## src/rtl/mult_share_ctrl.sv

```systemverilog
// mult_share_ctrl: round-robin front end that shares one sequential multiplier
// between N requesters. Grants one request at a time, latches its operands,
// pulses start, waits for the multiplier to finish (with a watchdog) and
// returns the product tagged with the requester index on a one-hot done.
module mult_share_ctrl #(
    parameter int N       = 4,
    parameter int WIDTH   = 8,
    parameter int TIMEOUT = 64
) (
    input  logic                 clock,
    input  logic                 n_rst,
    input  logic [N-1:0]         req,
    input  logic [N*WIDTH-1:0]   m_in,
    input  logic [N*WIDTH-1:0]   q_in,
    output logic [N-1:0]         ack,
    output logic [N-1:0]         done,
    output logic [2*WIDTH-1:0]   result,
    output logic                 err,
    output logic                 busy,
    output logic                 start,
    output logic [WIDTH-1:0]     Min,
    output logic [WIDTH-1:0]     Qin,
    input  logic                 ready,
    input  logic [2*WIDTH-1:0]   AQ
);

    localparam int IW = (N > 1) ? $clog2(N) : 1;
    localparam int TW = $clog2(TIMEOUT + 1);
    localparam logic [N-1:0] ONE = {{(N-1){1'b0}}, 1'b1};

    typedef enum logic [1:0] {
        IDLE,
        ISSUE,
        WAIT,
        DONE
    } state_t;

    state_t           state;
    logic [IW-1:0]    ptr;
    logic [IW-1:0]    gid;
    logic [TW-1:0]    wd;
    logic             seen_busy;

    logic             sel_valid;
    logic [IW-1:0]    sel_idx;
    logic [WIDTH-1:0] sel_m;
    logic [WIDTH-1:0] sel_q;

    assign busy = (state != IDLE);

    // Round-robin pick: first requesting index at or after ptr, wrapping around.
    always_comb begin
        int unsigned   idx;
        logic [IW-1:0] cand;
        sel_valid = 1'b0;
        sel_idx   = '0;
        for (int unsigned k = 0; k < N; k++) begin
            idx = 32'(ptr) + k;
            if (idx >= N) begin
                idx = idx - N;
            end
            cand = IW'(idx);
            if (!sel_valid && req[cand]) begin
                sel_valid = 1'b1;
                sel_idx   = cand;
            end
        end
    end

    // Operand mux for the selected requester's slices.
    always_comb begin
        sel_m = '0;
        sel_q = '0;
        for (int unsigned k = 0; k < N; k++) begin
            if (IW'(k) == sel_idx) begin
                sel_m = m_in[k*WIDTH +: WIDTH];
                sel_q = q_in[k*WIDTH +: WIDTH];
            end
        end
    end

    // Controller FSM with registered handshake, operand and result outputs.
    always_ff @(posedge clock) begin
        if (!n_rst) begin
            state     <= IDLE;
            ptr       <= '0;
            gid       <= '0;
            wd        <= '0;
            seen_busy <= 1'b0;
            ack       <= '0;
            done      <= '0;
            start     <= 1'b0;
            err       <= 1'b0;
            result    <= '0;
            Min       <= '0;
            Qin       <= '0;
        end else begin
            ack   <= '0;
            done  <= '0;
            start <= 1'b0;
            case (state)
                IDLE: begin
                    if (sel_valid) begin
                        Min   <= sel_m;
                        Qin   <= sel_q;
                        gid   <= sel_idx;
                        ack   <= ONE << sel_idx;
                        state <= ISSUE;
                    end
                end
                ISSUE: begin
                    start     <= 1'b1;
                    seen_busy <= 1'b0;
                    wd        <= '0;
                    state     <= WAIT;
                end
                WAIT: begin
                    if (!ready) begin
                        seen_busy <= 1'b1;
                    end
                    // Completion needs a low ready seen on an earlier edge; a
                    // ready that never drops falls through to the watchdog.
                    if (seen_busy && ready) begin
                        result <= AQ;
                        err    <= 1'b0;
                        done   <= ONE << gid;
                        state  <= DONE;
                    end else if (wd == TW'(TIMEOUT)) begin
                        result <= '0;
                        err    <= 1'b1;
                        done   <= ONE << gid;
                        state  <= DONE;
                    end else begin
                        wd <= wd + 1'b1;
                    end
                end
                DONE: begin
                    ptr   <= (gid == IW'(N - 1)) ? '0 : gid + 1'b1;
                    state <= IDLE;
                end
                default: state <= IDLE;
            endcase
        end
    end

endmodule

```

## config.mk

```make
export PLATFORM = sky130hd
export DESIGN_NAME = mult_share_ctrl
export DESIGN_NICKNAME = d
export VERILOG_FILES = /design/src/rtl/mult_share_ctrl.sv
export SDC_FILE = /design/constraint.sdc
export NUM_CORES = 1
export LEC_CHECK = 0
export CORE_MARGIN = 2
export CORE_UTILIZATION = 40
export DETAILED_ROUTE_END_ITERATION = 8
export HOLD_SLACK_MARGIN = 0.12
export PLACE_DENSITY = 0.79
export SYNTH_ARGS = -nofsm -noshare
export SYNTH_HDL_FRONTEND = slang
export SYNTH_SLANG_ARGS = --single-unit
```

## constraint.sdc

```tcl
create_clock -name clock -period 2.15 [get_ports clock]
set_clock_uncertainty 0.1 [all_clocks]
set_input_delay 0.43 -clock clock [delete_from_list [all_inputs] [get_ports clock]]
set_output_delay 0.43 -clock clock [all_outputs]
set_load 0.01 [all_outputs]
```

==> results.cfg, run 1 <==
[power_and_ir_drop]
p_int_w = 0.00215
p_leak_nw = 1.57
power.share.clock_pct = 17.9
switching_share_pct = 33.4
ir_drop_uv = 487
cellPowerDensity_mw_per_mm2 = 775
combPwrFrac_pct = 42.0
sequentialPowerShare_pct = 40.1
p_switching_w = 0.00108

[setup_path]
cp_max_fo = 14
critPathKind = in -> reg
crit_arrival_ns = 2.14
cp_num_buf_inv = 2
critPathLaunchType = primary input
slowest_delay_ns = 0.58
path_cells = clkdlybuf4s50_1 > or4_4 > and3_4 > nand2_1 > buf_12 > o221ai_1
crit_path_end_kind = flop
crit_required_ns = 2.23
crit_path_top_delay_cell = or4_4
crit_family = simple AND/OR/NAND/NOR gates

[global_routing]
antenna_found_initial = 0
grt.total_usage_pct = 18.8
grt.overflow.total = 0
grt_pass1_vias = 2405
grt_max_degree = 37
grt_first_pass_wirelength_mm = 11.2

[yosys]
syn_avg_cell_area_sq_um = 10.3
synth_cells = 261
yosysTopAreaCellShare_pct = 41.8
yosysWarnings = 0
ys_ff_latch = 56
synth_edf_count = 0
synth_largest_area_cell = dfxtp_1
ys_seq_area_share_pct = 41.8
postSynthNetCount = 358
synth_area_sq_mm = 0.00269
synthTopCellsByArea = dfxtp_1 42%, mux2i_1 12%, o221ai_1 4.9%
async_reset_ff_share_pct = 0
synth_ff_type = dfxtp_1
synthDistinctLibCells = 42

[sta]
tightest_slew_ns = 0.759
setup_viol = 0
setup-tns-final_ns = 0
finalHoldViolCount = 0
setup_slack_ns = 0.0914
holdWs_ns = 0.371
fin_crit_sh_pct = 95.7
fin_crit_ns = 2.06
drv_slew = 0
max_freq_ghz = 0.486
rsz0062_at_grt = false
max-slew-margin-rel_pct = 49.2

[final_layout]
fillers = 565
antenna-diode-count = 0
fin_nets = 492
fin_area_sq_mm = 0.00417
drive_gt1_share_pct = 8.84
area_delta_synth_final_pct = 55.4

[die]
die_area_sq_mm = 0.00738
core-area_sq_mm = 0.00642
start_util_pct = 41.8
fp-row-count = 29
top_level_ports = 130
dieHeight_um = 85.9
die_w_um = 85.9

[placement]
gp_routability_congestion = 0.843
place_area_sq_mm = 0.00408
dp_hpwl_mm = 5.52
portBuffers = 129
dpl_worst_slack_ns = -0.250

[clock_network]
cts_buffer_depth = 2
holdBufCountCts = 0
cts_root_buf = clkbuf_8
cts_setup_buffers = 0
clk_pin_slew_ns = 0.10
clock_sinks = 56
cts.htree.levels = 2
tritoncts = yes
clock_latency_ns = 0.31
numCtsBuffers = 5

[routing]
vias = 2423
drc_errors = 0
drt_wl_total_mm = 7.00
ant_nets = 0
drtIter0Drc = 64
dr.pass1.iters = 4
viasPerCell = 5.12
post_drt_wl_per_cell_um = 14.8

[worst_hold_path]
hold_class = reg -> reg

[job]
cap_violations = 0

[run_status]
outcome = finished clean
==> through the flow <==
stage	instances	util (%)	power, W
after floorplan	261	-	0.00206
after global placement	465	63.5	0.00263
after detailed placement	465	63.5	0.00267
after CTS	473	64.9	0.00326
after global routing	473	65.0	0.00343
final	473	65.0	0.00323
==> cells in the mapped netlist (4+ instances only) <==
cell      instances
a21oi_1           7
a22o_1           11
a22oi_1           6
a41oi_2           4
and2_1           12
buf_6             7
dfxtp_1          56
ha_1             10
inv_1            11
mux2i_1          33
nand2_1          26
nor2_1           13
nor2b_1           9
o21ai_0           6
o221ai_1         15
==> final timing paths <==
path	cells after the start	from	slack, ns	endpoint
max	6	req[2]	0.09	Min[2]
min	2	Min[1]	0.37	Min[1]
max reg2reg	5	state[0]	0.24	result[15]
min reg2reg	2	Min[1]	0.37	Min[1]
==> layer usage <==
layer / routed length, um / global-route usage [%]
met5: 0 / 0
met4: 153 / 7.07
met3: 294 / 2.89
met2: 3450 / 31.3
met1: 3100 / 24.4
==> worst register-to-register path, stage by stage (launching register included) <==
cell and delay (ns):
dfxtp_2 0.35, inv_1 0.08, ha_1 0.35, nand2_1 0.12, nor2_1 0.60, a22o_1 0.26
==> power by group through the flow <==
stage               sequential, W  combinational (W)  clock, W
floorplan                 0.00136           0.000692         0
global placement          0.00131            0.00132         0
detailed placement        0.00131            0.00135         0
CTS                       0.00129            0.00137  0.000593
global route              0.00132            0.00148  0.000636
finish                    0.00130            0.00136  0.000578
==> cell usage in the layout (no fill, tap or decap), types with 3 or more instances in the layout <==
cell type / synthesis / routed
a21oi_1: 7 / 7
a22o_1: 11 / 11
a22oi_1: 6 / 6
a41oi_2: 4 / 4
and2_1: 12 / 12
buf_12: 0 / 3
buf_4: 2 / 8
clkbuf_8: 0 / 5
clkdlybuf4s50_1: 0 / 128
dfxtp_1: 56 / 55
ha_1: 10 / 9
inv_1: 11 / 11
mux2i_1: 33 / 33
nand2_1: 26 / 26
nor2_1: 13 / 13
nor2b_1: 9 / 9
o21ai_0: 6 / 6
o221ai_1: 15 / 15
xor2_1: 3 / 3
==> state kept, by name, indices dropped and copies added (netlist names) <==
| signal | cells |
|---|---|
| result | 16 |
| Min | 8 |
| Qin | 8 |
| wd | 7 |
| ack | 4 |
| done | 4 |
| gid | 2 |
| ptr | 2 |
| state | 2 |
| err | 1 |
| seen_busy | 1 |
| start | 1 |
==> area by class of cell <==
cell class                 count  area [sq um]  share of cell area, %
inverter                      11          41.3                  0.990
timing repair buffer         140          1410                   33.9
multi-input combinational    181          1410                   33.8
clock inverter                 2          16.3                  0.390
tap                           77          96.3                   2.31
clock buffer                   6          72.6                   1.74
sequential                    56          1120                   26.9
==> timing repair <==
action	4_1_cts	5_1_grt
pin swaps	0	0
setup endpoints to repair	1	1
resized for setup	2	1
==> logic make-up after synthesis <==
logic type,count (synthesis),synth area share (%)
flops,56,41.8
fa+ha+maj,10,4.66
compound gates,57,18.7
simple gates,77,15.2
xor+xnor,4,1.30
mux,33,12.3
buf+inv,24,6.06
Note: power is estimated with default switching activity, not from simulation.
==> run 2, diff against run 1 <==
--- a/config.mk
+++ b/config.mk
@@ -5,11 +5,11 @@
 export SDC_FILE = /design/constraint.sdc
 export NUM_CORES = 1
 export LEC_CHECK = 0
-export CORE_MARGIN = 2
 export CORE_UTILIZATION = 40
 export DETAILED_ROUTE_END_ITERATION = 8
 export HOLD_SLACK_MARGIN = 0.12
-export PLACE_DENSITY = 0.79
+export PLACE_DENSITY = 0.78
+export SLEW_MARGIN = 20
 export SYNTH_ARGS = -nofsm -noshare
 export SYNTH_HDL_FRONTEND = slang
 export SYNTH_SLANG_ARGS = --single-unit
==> run 2 against run 1 <==
Count of clock-buffer cells in the layout did not move. The run now ends with design-rule violations left. Clock power fell by 8.1%. Non-clock buffer count rose by 1. Setup slack got worse by 0.043 ns. Sequential share of layout area rose by 0.062 points. Highest routed layer unchanged. Combinational power barely moved. Sequential power barely moved. Register-to-register slack improved by 0.02 ns. Routed wire length fell by 3.7%.
==> results.cfg, run 2 (synthesis gave the netlist of run 1 again) <==
[routing]
drc_errors = 12
ant_nets = 0
vias = 2411
post_drt_wl_per_cell_um = 14.2
dr.pass1.iters = 6
viasPerCell = 5.10
drtIter0Drc = 79
drt_wl_total_mm = 6.74

[final_layout]
drive_gt1_share_pct = 8.84
multi_input_area_sq_mm = 0.00141
fin_nets = 493
final_cell_mix = 128 x clkdlybuf4s50_1, 54 x dfxtp_1, 33 x mux2i_1
fillers = 561
fin_cells = 473
top_regs = result (16), Min (8), Qin (8)
regMostFlops = result
antenna-diode-count = 0
largest_reg_flops = 16
final_common_cell = clkdlybuf4s50_1
seqCellArea_sq_mm = 0.00112
area_delta_synth_final_pct = 55.2

[sta]
setup_slack_ns = 0.0482
fin_crit_ns = 2.10
max_freq_ghz = 0.476
finalHoldViolCount = 0
drv_slew = 0
max-slew-margin-rel_pct = 51.7
setup_viol = 0
fin_crit_sh_pct = 97.8
rsz0062_at_grt = false
tightest_slew_ns = 0.722

[clock_network]
clock_sinks = 56
cts.htree.levels = 2
tritoncts = yes
numCtsBuffers = 5
holdBufCountCts = 0
cts_setup_buffers = 0
clk_pin_slew_ns = 0.09
clock_latency_ns = 0.30
cts_root_buf = clkbuf_8
cts_buffer_depth = 2

[run_status]
violations = design-rule violations
outcome = complete, but fails checks

[power_and_ir_drop]
p_leak_nw = 1.58
cellPowerDensity_mw_per_mm2 = 759
ir_drop_uv = 518

[setup_path]
startpoint = req[2]
cp_max_fo = 17
slowest_delay_ns = 0.59
crit_arrival_ns = 2.18
r2r_start = wd[2]
path_cells = clkdlybuf4s50_1 > or4_4 > and3_4 > nand2b_1 > buf_12 > o221ai_1
r2r-end = result[9]
crit_family = simple AND/OR/NAND/NOR gates
rrSetupSlack_ns = 0.26
critPathLaunchType = primary input
crit_required_ns = 2.22
cp_num_buf_inv = 2
critPathKind = in -> reg
crit_path_end_kind = flop
reg2reg_depth = 5
crit_path_top_delay_cell = or4_4

[die]
die_w_um = 83.9
fp-row-count = 29
top_level_ports = 130
core-area_sq_mm = 0.00642
dieHeight_um = 83.9
die_area_sq_mm = 0.00704
start_util_pct = 41.8

[placement]
gp_routability_congestion = 0.849
portBuffers = 129
dpl_worst_slack_ns = -0.261
dp_hpwl_mm = 5.27
dp_cells = 466

[global_routing]
antenna_found_initial = 0
grt.total_usage_pct = 19.4
grt.overflow.total = 0
grt_max_degree = 38
grt_pass1_vias = 2315
grt_first_pass_wirelength_mm = 11.1

[job]
cap_violations = 0

[worst_hold_path]
holdPathEnd = Min[0]
hold_depth = 2
min-delay-start = Min[0]
hold_class = reg -> reg
==> run 2: how the worst max path moves through the flow <==
stage | to | slack [ns] | cells past startpoint
after floorplan | Qin[1] | 0.36 | 6
after global placement | Min[6] | -0.21 | 6
after detailed placement | Min[6] | -0.26 | 6
after CTS | busy | 0.000006 | 4
after global routing | Qin[1] | 0.01 | 6
final | Min[3] | 0.05 | 6
==> run 2: routing by layer <==
metal	up-vias	wire [um]	GRT usage, %
met2	62	3340	33.7
met5	-	0	0
met1	1132	3070	24.9
met4	0	48	4.70
li1	1213	-	-
met3	4	276	3.36
==> run 2: worst min-delay path, cell delays in order, from the launching register on <==
cell      delay, ns
dfxtp_1        0.34
nand2_1        0.05
o221ai_1       0.05
==> run 2: what timing repair did <==
| action | CTS | global route |
|---|---|---|
| gates cloned | 0 | 0 |
| setup endpoints to repair | 1 | 1 |
| endpoints found under the hold margin | 0 | 0 |
| resized for setup | 2 | 1 |
==> run 2: layout make-up <==
type | count | area share [%]
Timing Repair Buffer | 141 | 34.1
Clock buffer | 6 | 1.74
Multi-Input combinational cell | 181 | 33.8
Clock inverter | 1 | 0.120
Inverter | 11 | 0.991
Tap cell | 77 | 2.31
Sequential cell | 56 | 27.0
==> run 2: metrics by stage <==
step / power (W) / instance area (sq um) / hold WS [ns] / util, % / setup TNS [ns]
after CTS: 0.00320 / 4170 / 0.372 / 64.9 / 0
after global routing: 0.00337 / 4170 / 0.401 / 64.9 / 0
after global placement: 0.00263 / 4090 / 0.342 / 63.6 / -3.51
after detailed placement: 0.00266 / 4090 / 0.351 / 63.6 / -4.50
after floorplan: 0.00206 / 2690 / 0.355 / - / 0
final: 0.00316 / 4170 / 0.373 / 64.9 / 0
==> run 2: power by group <==
group / internal (W) / switching (W) / total, W / leakage [nW]
logic: 0.000705 / 0.000623 / 0.00133 / 1.08
registers: 0.00120 / 0.000100 / 0.00130 / 0.456
clock network: 0.000222 / 0.000308 / 0.000531 / 0.0410
total: 0.00213 / 0.00103 / 0.00316 / 1.58
